<file path="config.mk">
export PLATFORM = sky130hd
export DESIGN_NAME = frame_sync_rx
export DESIGN_NICKNAME = d
export VERILOG_FILES = /design/src/rtl/frame_sync_rx.sv
export SDC_FILE = /design/constraint.sdc
export NUM_CORES = 1
export LEC_CHECK = 0
export CAP_MARGIN = 0
export CORE_MARGIN = 2
export CORE_UTILIZATION = 45
export DETAILED_ROUTE_END_ITERATION = 8
export GPL_ROUTABILITY_DRIVEN = 0
export PLACE_DENSITY = 0.68
export SLEW_MARGIN = 20
export SYNTH_ARGS = -nofsm -noshare
export SYNTH_HDL_FRONTEND = slang
export SYNTH_SLANG_ARGS = --single-unit
</file>
<file path="constraint.sdc">
create_clock -name clk -period 3.84 [get_ports clk]
set_input_delay 0.768 -clock clk [delete_from_list [all_inputs] [get_ports clk]]
set_output_delay 0.768 -clock clk [all_outputs]
set_load 0.01 [all_outputs]
</file>
<file path="src/rtl/frame_sync_rx.sv">
// -----------------------------------------------------------------------------
// frame_sync_rx
//
// Serial frame receiver. It searches the incoming bit stream for a fixed sync
// word, then deserializes a fixed-length payload into parallel words. It also
// flags frame boundaries and counts completed frames.
//
// Ports:
//   clk          system clock, rising edge
//   rst_n        asynchronous active-low reset
//   bit_in       serial data bit, sampled only while bit_en is high
//   bit_en       bit strobe, one received bit per cycle with bit_en high
//   data_out     last completed payload word, held until the next word
//   data_valid   one-cycle pulse when data_out updates
//   frame_start  one-cycle pulse after the sync word is detected
//   frame_end    one-cycle pulse together with data_valid of the last word
//   locked       high while the receiver is in the payload state
//   frame_cnt    completed-frame counter, wraps 255 -> 0
//   parity_err   parity error flag, valid only with data_valid
//
// Build option:
//   FRAME_SYNC_RX_PARITY_EN  each payload word is followed by an even-parity
//                            bit, and parity_err reports a mismatch. When the
//                            macro is undefined there is no parity bit and
//                            parity_err is tied to 0.
//
// States:
//   HUNT    | sliding-window search for SYNC_PATTERN
//   PAYLOAD | deserializing FRAME_WORDS payload words
// -----------------------------------------------------------------------------
module frame_sync_rx #(
    parameter int unsigned         SYNC_LEN     = 8,
    parameter logic [SYNC_LEN-1:0] SYNC_PATTERN = 8'hA5,
    parameter int unsigned         PAYLOAD_W    = 8,
    parameter int unsigned         FRAME_WORDS  = 4
) (
    input  logic                 clk,
    input  logic                 rst_n,
    input  logic                 bit_in,
    input  logic                 bit_en,
    output logic [PAYLOAD_W-1:0] data_out,
    output logic                 data_valid,
    output logic                 frame_start,
    output logic                 frame_end,
    output logic                 locked,
    output logic [7:0]           frame_cnt,
    output logic                 parity_err
);

`ifdef FRAME_SYNC_RX_PARITY_EN
    // The whole word must still be held when its parity bit arrives.
    localparam int unsigned WORD_BITS = PAYLOAD_W + 1;
    localparam int unsigned DSR_W     = PAYLOAD_W;
`else
    // The last data bit is taken straight from bit_in, so only
    // PAYLOAD_W-1 earlier bits need to be stored.
    localparam int unsigned WORD_BITS = PAYLOAD_W;
    localparam int unsigned DSR_W     = PAYLOAD_W - 1;
`endif
    localparam int unsigned BCW = $clog2(WORD_BITS);
    localparam int unsigned WCW = (FRAME_WORDS > 1) ? $clog2(FRAME_WORDS) : 1;
    localparam logic [BCW-1:0] LAST_BIT  = BCW'(WORD_BITS - 1);
    localparam logic [WCW-1:0] LAST_WORD = WCW'(FRAME_WORDS - 1);

    typedef enum logic {
        HUNT    = 1'b0,
        PAYLOAD = 1'b1
    } state_t;

    state_t state, state_nxt;

    // The sync window keeps only the last SYNC_LEN-1 bits. The incoming bit
    // completes the SYNC_LEN-bit compare value.
    logic [SYNC_LEN-2:0]  sync_sr, sync_nxt;
    logic [SYNC_LEN-1:0]  sync_upd;
    logic [DSR_W-1:0]     data_sr, data_nxt;
    logic [BCW-1:0]       bit_cnt, bit_cnt_nxt;
    logic [WCW-1:0]       word_cnt, word_cnt_nxt;
    logic [PAYLOAD_W-1:0] dout_nxt;
    logic                 dv_nxt;
    logic                 fs_nxt;
    logic                 fe_nxt;
    logic                 lock_nxt;
    logic [7:0]           fcnt_nxt;
    logic                 word_done;

`ifdef FRAME_SYNC_RX_PARITY_EN
    logic                 perr_nxt;
`else
    logic [PAYLOAD_W-1:0] word_upd;

    assign word_upd = {data_sr, bit_in};
`endif

    assign sync_upd = {sync_sr, bit_in};

    always_ff @(posedge clk or negedge rst_n) begin
        if (!rst_n) begin
            state <= HUNT;
        end else begin
            state <= state_nxt;
        end
    end

    always_comb begin
        state_nxt    = state;
        sync_nxt     = sync_sr;
        data_nxt     = data_sr;
        bit_cnt_nxt  = bit_cnt;
        word_cnt_nxt = word_cnt;
        dout_nxt     = data_out;
        dv_nxt       = 1'b0;
        fs_nxt       = 1'b0;
        fe_nxt       = 1'b0;
        fcnt_nxt     = frame_cnt;
        word_done    = 1'b0;
`ifdef FRAME_SYNC_RX_PARITY_EN
        perr_nxt     = 1'b0;
`endif

        unique case (state)
            HUNT: begin
                if (bit_en) begin
                    sync_nxt = sync_upd[SYNC_LEN-2:0];
                    if (sync_upd == SYNC_PATTERN) begin
                        state_nxt    = PAYLOAD;
                        bit_cnt_nxt  = '0;
                        word_cnt_nxt = '0;
                        fs_nxt       = 1'b1;
                    end
                end
            end

            PAYLOAD: begin
                if (bit_en) begin
                    bit_cnt_nxt = bit_cnt + BCW'(1);
`ifdef FRAME_SYNC_RX_PARITY_EN
                    if (bit_cnt == LAST_BIT) begin
                        // bit_in is the parity bit, and the word is already complete
                        word_done = 1'b1;
                        dout_nxt  = data_sr;
                        perr_nxt  = ^{data_sr, bit_in};
                    end else begin
                        data_nxt = {data_sr[PAYLOAD_W-2:0], bit_in};
                    end
`else
                    data_nxt = word_upd[DSR_W-1:0];
                    if (bit_cnt == LAST_BIT) begin
                        word_done = 1'b1;
                        dout_nxt  = word_upd;
                    end
`endif
                    if (word_done) begin
                        bit_cnt_nxt = '0;
                        dv_nxt      = 1'b1;
                        if (word_cnt == LAST_WORD) begin
                            fe_nxt       = 1'b1;
                            fcnt_nxt     = frame_cnt + 8'd1;
                            state_nxt    = HUNT;
                            // Clear the window so that stale payload bits
                            // cannot combine into a false sync match.
                            sync_nxt     = '0;
                            word_cnt_nxt = '0;
                        end else begin
                            word_cnt_nxt = word_cnt + WCW'(1);
                        end
                    end
                end
            end

            default: begin
                state_nxt = HUNT;
            end
        endcase

        // locked follows the state directly, so it rises with frame_start
        // and falls with frame_end.
        lock_nxt = (state_nxt == PAYLOAD);
    end

    always_ff @(posedge clk or negedge rst_n) begin
        if (!rst_n) begin
            sync_sr     <= '0;
            data_sr     <= '0;
            bit_cnt     <= '0;
            word_cnt    <= '0;
            data_out    <= '0;
            data_valid  <= 1'b0;
            frame_start <= 1'b0;
            frame_end   <= 1'b0;
            locked      <= 1'b0;
            frame_cnt   <= '0;
        end else begin
            sync_sr     <= sync_nxt;
            data_sr     <= data_nxt;
            bit_cnt     <= bit_cnt_nxt;
            word_cnt    <= word_cnt_nxt;
            data_out    <= dout_nxt;
            data_valid  <= dv_nxt;
            frame_start <= fs_nxt;
            frame_end   <= fe_nxt;
            locked      <= lock_nxt;
            frame_cnt   <= fcnt_nxt;
        end
    end

`ifdef FRAME_SYNC_RX_PARITY_EN
    always_ff @(posedge clk or negedge rst_n) begin
        if (!rst_n) begin
            parity_err <= 1'b0;
        end else begin
            parity_err <= perr_nxt;
        end
    end
`else
    assign parity_err = 1'b0;
`endif

endmodule

</file>
==> impl_metrics.yaml, run 1 <==
timing:
  period_share: 0.591
  drv_slew: 0
  finalClockSkew_ns: 0.00787
  fmax_mhz: 441
  fin_crit_ns: 2.27
  hold_viol: 0
  slew_headroom: 0.375
  hold-worst-slack_ns: 0.480
  finalSetupViolations: 0
  tns_ns: 0
  rsz0062_at_grt: "false"
  worst_pin_slew_ns: 0.937
power_and_ir_drop:
  switching_power_mw: 0.239
  powerDensity_mw_per_mm2: 463
  internal-power_mw: 0.700
  total_leakage_power_nw: 0.955
  ir_drop_v: 0.000247
  swShare: 0.254
  combPwrFrac: 0.132
  pwr-share-seq: 0.499
  power.share.clock: 0.369
die:
  initial_utilization: 0.458
  ios: 25
  die_x_um: 64.6
  row_count: 22
  core-area_mm2: 0.00361
  die-area_mm2: 0.00417
  die_h_um: 64.6
global_route:
  grt_overflow: 0
  grt_max_degree: 40
  grtUsageTotal: 0.158
  grt_pass1_vias: 1038
  antenna_found_initial: 0
  grt_pass1_wl_um: 4990
yosys:
  ys_ff_latch: 39
  synth_edf_count: 0
  ys_seq_area_frac: 0.591
  synth_ff_type: "dfrtp_1"
  syn_area_per_cell_um2: 13.4
  async_flop_share: 1.00
  synthCells: 123
  yosys.cell_types.count: 33
  syn_area_mm2: 0.00165
  synth_nets: 132
  yosys_warnings: 0
detailed_routing:
  first_pass_iters: 4
  drtIter0Drc: 55
  antenna_left: 0
  wl_um: 2850
  vias: 1050
  avgRoutedWirePerCell_um: 14.4
  drc: 0
  via_per_inst: 5.30
clocking:
  post_cts_resized: 0
  post_cts_buffers: 0
  clk_pin_slew_ns: 0.08
  cts.sinks: 39
  cts_max_level: 2
  cts_root_buf: "clkbuf_8"
  hold_buffers: 0
  cts_tree: "yes"
  cts_max_path_buffers: 2
  cts_buffers: 5
  clk_latency_ns: 0.29
placed_design:
  dpl.hpwl_um: 1960
  io_buffers: 23
  dp.cells: 190
critical_path:
  reg2reg_slack_ns: 2.18
  crit_start: "locked$_DFF_PN0_"
  path_cells: "clkdlybuf4s50_1"
  required_ns: 3.07
  critPathMaxStageDelay_ns: 0.61
  worstPathMaxFanout: 12
  rr_endpoint: "data_out[3]$_DFFE_PN0P_"
  timing_worst_setup_path_type: "flop to output pin"
  endpoint: "locked"
  critical_path.slowest_cell: "clkdlybuf4s50_1"
  endpoint_kind: "output pin"
  r2r_start: "bit_cnt[0]$_DFFE_PN0P_"
  worst-path-buf-inv: 1
  cp_num_cells: 1
  ff2ff_path_depth: 4
  cp_top_family: "buffers and inverters"
  critPathArrivalTime_ns: 1.50
  critical_path.startpoint_type: "flop"
final_layout:
  drive_gt1_frac: 0.200
  nNetsFinal: 158
  fin_cells: 198
  diodes: 0
  final_core_util: 0.562
  area_growth_pct: 22.8
min_path:
  min_path_type: "flop to flop"
  hold_start: "frame_cnt[7]$_DFFE_PN0P_"
status:
  status: "complete, no violations"
run:
  cap_violations: 0
## worst reg2reg max path, stage by stage, from the launching register on
cell and delay (ns):
dfrtp_1 0.42, ha_1 0.24, ha_1 0.28, nand3_2 0.23
mux2_2 0.38
## placed cells by master, fill, tap and decap left out, types with 2 or more instances in the layout
cell             Yosys  final
xnor2_1              4      4
a21boi_0             2      2
clkbuf_8             0      5
nand3_1              2      2
ha_1                 5      5
nor3_1               3      3
and4bb_2             2      2
a221o_1              2      2
a22o_1               7      7
nor2_1               2      2
mux2_2              15     15
nand4_1              3      3
nand2_1              8      8
dfrtp_1             39     39
clkdlybuf4s50_1      0     22
xor2_1               3      3
a21o_1               2      2
inv_1                2      2
nor2b_1              2      2
nand2b_1             2      2
and3_1               3      3
## sequential cells by signal (all words and copies together), names as in the netlist
signal / flops
bit_cnt: 3
data_out: 8
data_sr: 7
data_valid: 1
frame_cnt: 8
frame_end: 1
frame_start: 1
locked: 1
sync_sr: 7
word_cnt: 2
## metal layers
metal | GRT usage | wire length (um) | up-vias
met1 | 0.219 | 1350 | 523
met4 | 0.0638 | 55 | 0
met5 | 0 | 0 | -
met2 | 0.234 | 1310 | 27
met3 | 0.0451 | 140 | 7
li1 | - | - | 493
## power by group through the flow
stage	clock (mW)	sequential (mW)	combinational (mW)
2_1_floorplan	0	0.470	0.0858
3_3_place_gp	0	0.475	0.119
3_5_place_dp	0	0.477	0.125
4_1_cts	0.355	0.469	0.126
5_1_grt	0.377	0.474	0.138
6_report	0.347	0.468	0.124
## Yosys cell counts, types with 3 or more instances
cell type | number | area share
nor3_1 | 3 | 0.0091
xnor2_1 | 4 | 0.021
ha_1 | 5 | 0.038
nand4_1 | 3 | 0.011
mux2_2 | 15 | 0.10
a22o_1 | 7 | 0.037
and3_1 | 3 | 0.011
xor2_1 | 3 | 0.016
dfrtp_1 | 39 | 0.59
nand2_1 | 8 | 0.018
## area by class of cell
cell class                 instances  area, um2
sequential                        39        976
tap                               48       60.1
clock buffer                       5       68.8
clock inverter                     3       46.3
timing repair buffer              23        225
multi-input combinational         77        639
inverter                           3       11.3
fill                             320       1580
## through the flow
stage	setup WS, ns	total power [mW]	cell area, um2
6_report	1.57	0.939	2030
5_1_grt	1.47	0.989	2030
4_1_cts	1.56	0.949	2030
3_3_place_gp	1.53	0.594	1910
3_5_place_dp	1.47	0.602	1910
2_1_floorplan	2.26	0.556	1650
## cell families (layout without fill, tap and decap cells)
family,count (synthesis),count (layout),synth area share
flops,39,39,0.591
simple gates,30,30,0.114
mux,15,15,0.102
fa+ha+maj,5,5,0.0379
buf+inv,7,34,0.0212
compound gates,19,19,0.0932
xor+xnor,7,7,0.0372
other cells,1,1,0.00227
## worst min-delay path by stage
stage                                          end  depth (start not counted)
after CTS                 frame_cnt[7]$_DFFE_PN0P_                          1
after detailed placement  frame_cnt[7]$_DFFE_PN0P_                          1
after global routing      frame_cnt[7]$_DFFE_PN0P_                          1
final                     frame_cnt[7]$_DFFE_PN0P_                          1
after global placement    frame_cnt[7]$_DFFE_PN0P_                          1
after floorplan             sync_sr[6]$_DFFE_PN0P_                          1
(Power assumes the default switching activity.)
==> run 2, diff against run 1 <==
clock period = 2.1 ns   (was 3.84 ns; I/O delays follow)
==> run 2 against run 1 <==
Clock skew fell by 0.0023 ns. Sequential power rose by 82%. Largest cell class unchanged. Sequential share of layout area fell by 0.53 points. Cell count rose by 2.5%. Die area did not move. Global-route usage rose by 0.31 points. Worst hold slack got worse by 0.30 ns. Flip-flop and latch count did not move. Setup slack got worse by 1.2 ns.
==> impl_metrics.yaml, run 2 (same netlist as run 1, synthesis figures left out) <==
status:
  status: "complete, no violations"
critical_path:
  critical_path.startpoint_type: "flop"
  r2r_start: "bit_cnt[0]$_DFFE_PN0P_"
  required_ns: 1.68
  critical_path.slowest_cell: "clkdlybuf4s50_1"
  endpoint_kind: "output pin"
  worst-path-buf-inv: 1
  ff2ff_path_depth: 4
  timing_worst_setup_path_type: "flop to output pin"
  cp_num_cells: 1
  crit_start: "frame_cnt[3]$_DFFE_PN0P_"
  endpoint: "frame_cnt[3]"
  path_cells: "clkdlybuf4s50_1"
  critPathMaxStageDelay_ns: 0.58
  rr_endpoint: "data_out[3]$_DFFE_PN0P_"
  critPathArrivalTime_ns: 1.31
  worstPathMaxFanout: 6
  reg2reg_slack_ns: 0.45
  cp_top_family: "buffers and inverters"
clocking:
  cts_max_path_buffers: 2
  cts_root_buf: "clkbuf_8"
  post_cts_resized: 0
  cts_tree: "yes"
  post_cts_buffers: 0
  hold_buffers: 0
  cts.sinks: 39
  clk_pin_slew_ns: 0.07
  cts_buffers: 5
  cts_max_level: 2
  clk_latency_ns: 0.29
timing:
  hold_viol: 0
  tns_ns: 0
  fmax_mhz: 578
  drv_slew: 0
  fin_crit_ns: 1.73
  period_share: 0.824
  hold-worst-slack_ns: 0.177
  finalClockSkew_ns: 0.00558
  finalSetupViolations: 0
  rsz0062_at_grt: "false"
die:
  ios: 25
  die-area_mm2: 0.00417
  core-area_mm2: 0.00361
  initial_utilization: 0.458
  die_h_um: 64.6
  die_x_um: 64.6
  row_count: 22
final_layout:
  final_cell_area_mm2: 0.00205
  area_growth_pct: 24.2
  reg_top3: "data_out x8, frame_cnt x8"
  final_common_cell: "dfrtp_1"
  drive_gt1_frac: 0.219
  nNetsFinal: 163
  diodes: 0
  mostFrequentLayoutCells: "39 x dfrtp_1, 22 x clkdlybuf4s50_1, 15 x mux2_2"
min_path:
  min_path_type: "input pin to async pin"
placed_design:
  place_area_mm2: 0.00195
  dpl.hpwl_um: 1990
  io_buffers: 23
detailed_routing:
  first_pass_iters: 4
  avgRoutedWirePerCell_um: 14.2
  vias: 1027
  wl_um: 2870
  drc: 0
  via_per_inst: 5.06
  antenna_left: 0
  drtIter0Drc: 89
power_and_ir_drop:
  ir_drop_v: 0.000306
  total_leakage_power_nw: 0.977
  powerDensity_mw_per_mm2: 799
global_route:
  grtUsageTotal: 0.161
  grt_pass1_vias: 1052
  grt_max_degree: 40
  antenna_found_initial: 0
  grt_overflow: 0
  grt_pass1_wl_um: 5090
run:
  cap_violations: 0
[run 2: cell types whose count changed in the layout (fill, tap and decap cells not counted), sizes merged]
cell | before | now
inv | 4 | 3
clkbuf | 6 | 9
clkinvlp | 1 | 0
buf | 0 | 5
bufinv | 1 | 0
[run 2: through the flow]
| step | setup slack, ns | cells | utilization | power (mW) |
|---|---|---|---|---|
| after CTS | 0.363 | 203 | 0.568 | 1.66 |
| final | 0.370 | 203 | 0.568 | 1.64 |
| after global placement | 0.156 | 195 | 0.541 | 1.09 |
| after floorplan | 0.611 | 123 | - | 1.02 |
| after global routing | 0.229 | 203 | 0.568 | 1.73 |
| after detailed placement | 0.110 | 195 | 0.541 | 1.11 |
[run 2: layer usage]
metal / GRT usage / vias up / part of all wire
li1: - / 502 / -
met1: 0.230 / 499 / 0.52
met2: 0.241 / 24 / 0.44
met3: 0.0451 / 2 / 0.041
met4: 0.0479 / 0 / 0.0070
met5: 0 / - / 0
[run 2: power breakdown]
part | leakage [nW] | switching, mW | internal [mW]
Combinational | 0.412 | 0.116 | 0.123
Clock | 0.0515 | 0.246 | 0.300
Sequential | 0.514 | 0.0444 | 0.808
[run 2: layout make-up]
type,instances,area (um2)
Multi-Input combinational cell,77,639
Inverter,3,11.3
Fill cell,306,1560
Timing Repair Buffer,28,263
Sequential cell,39,976
Clock buffer,8,100
Tap cell,48,60.1
[run 2: worst min path at each step]
stage | startpoint | to | slack (ns)
6_report | rst_n | data_sr[6]$_DFFE_PN0P_ | 0.18
4_1_cts | rst_n | word_cnt[0]$_DFFE_PN0P_ | 0.19
5_1_grt | rst_n | data_sr[6]$_DFFE_PN0P_ | 0.21
3_3_place_gp | frame_cnt[7]$_DFFE_PN0P_ | frame_cnt[7]$_DFFE_PN0P_ | 0.46
3_5_place_dp | frame_cnt[7]$_DFFE_PN0P_ | frame_cnt[7]$_DFFE_PN0P_ | 0.46
2_1_floorplan | rst_n | bit_cnt[0]$_DFFE_PN0P_ | 0.12
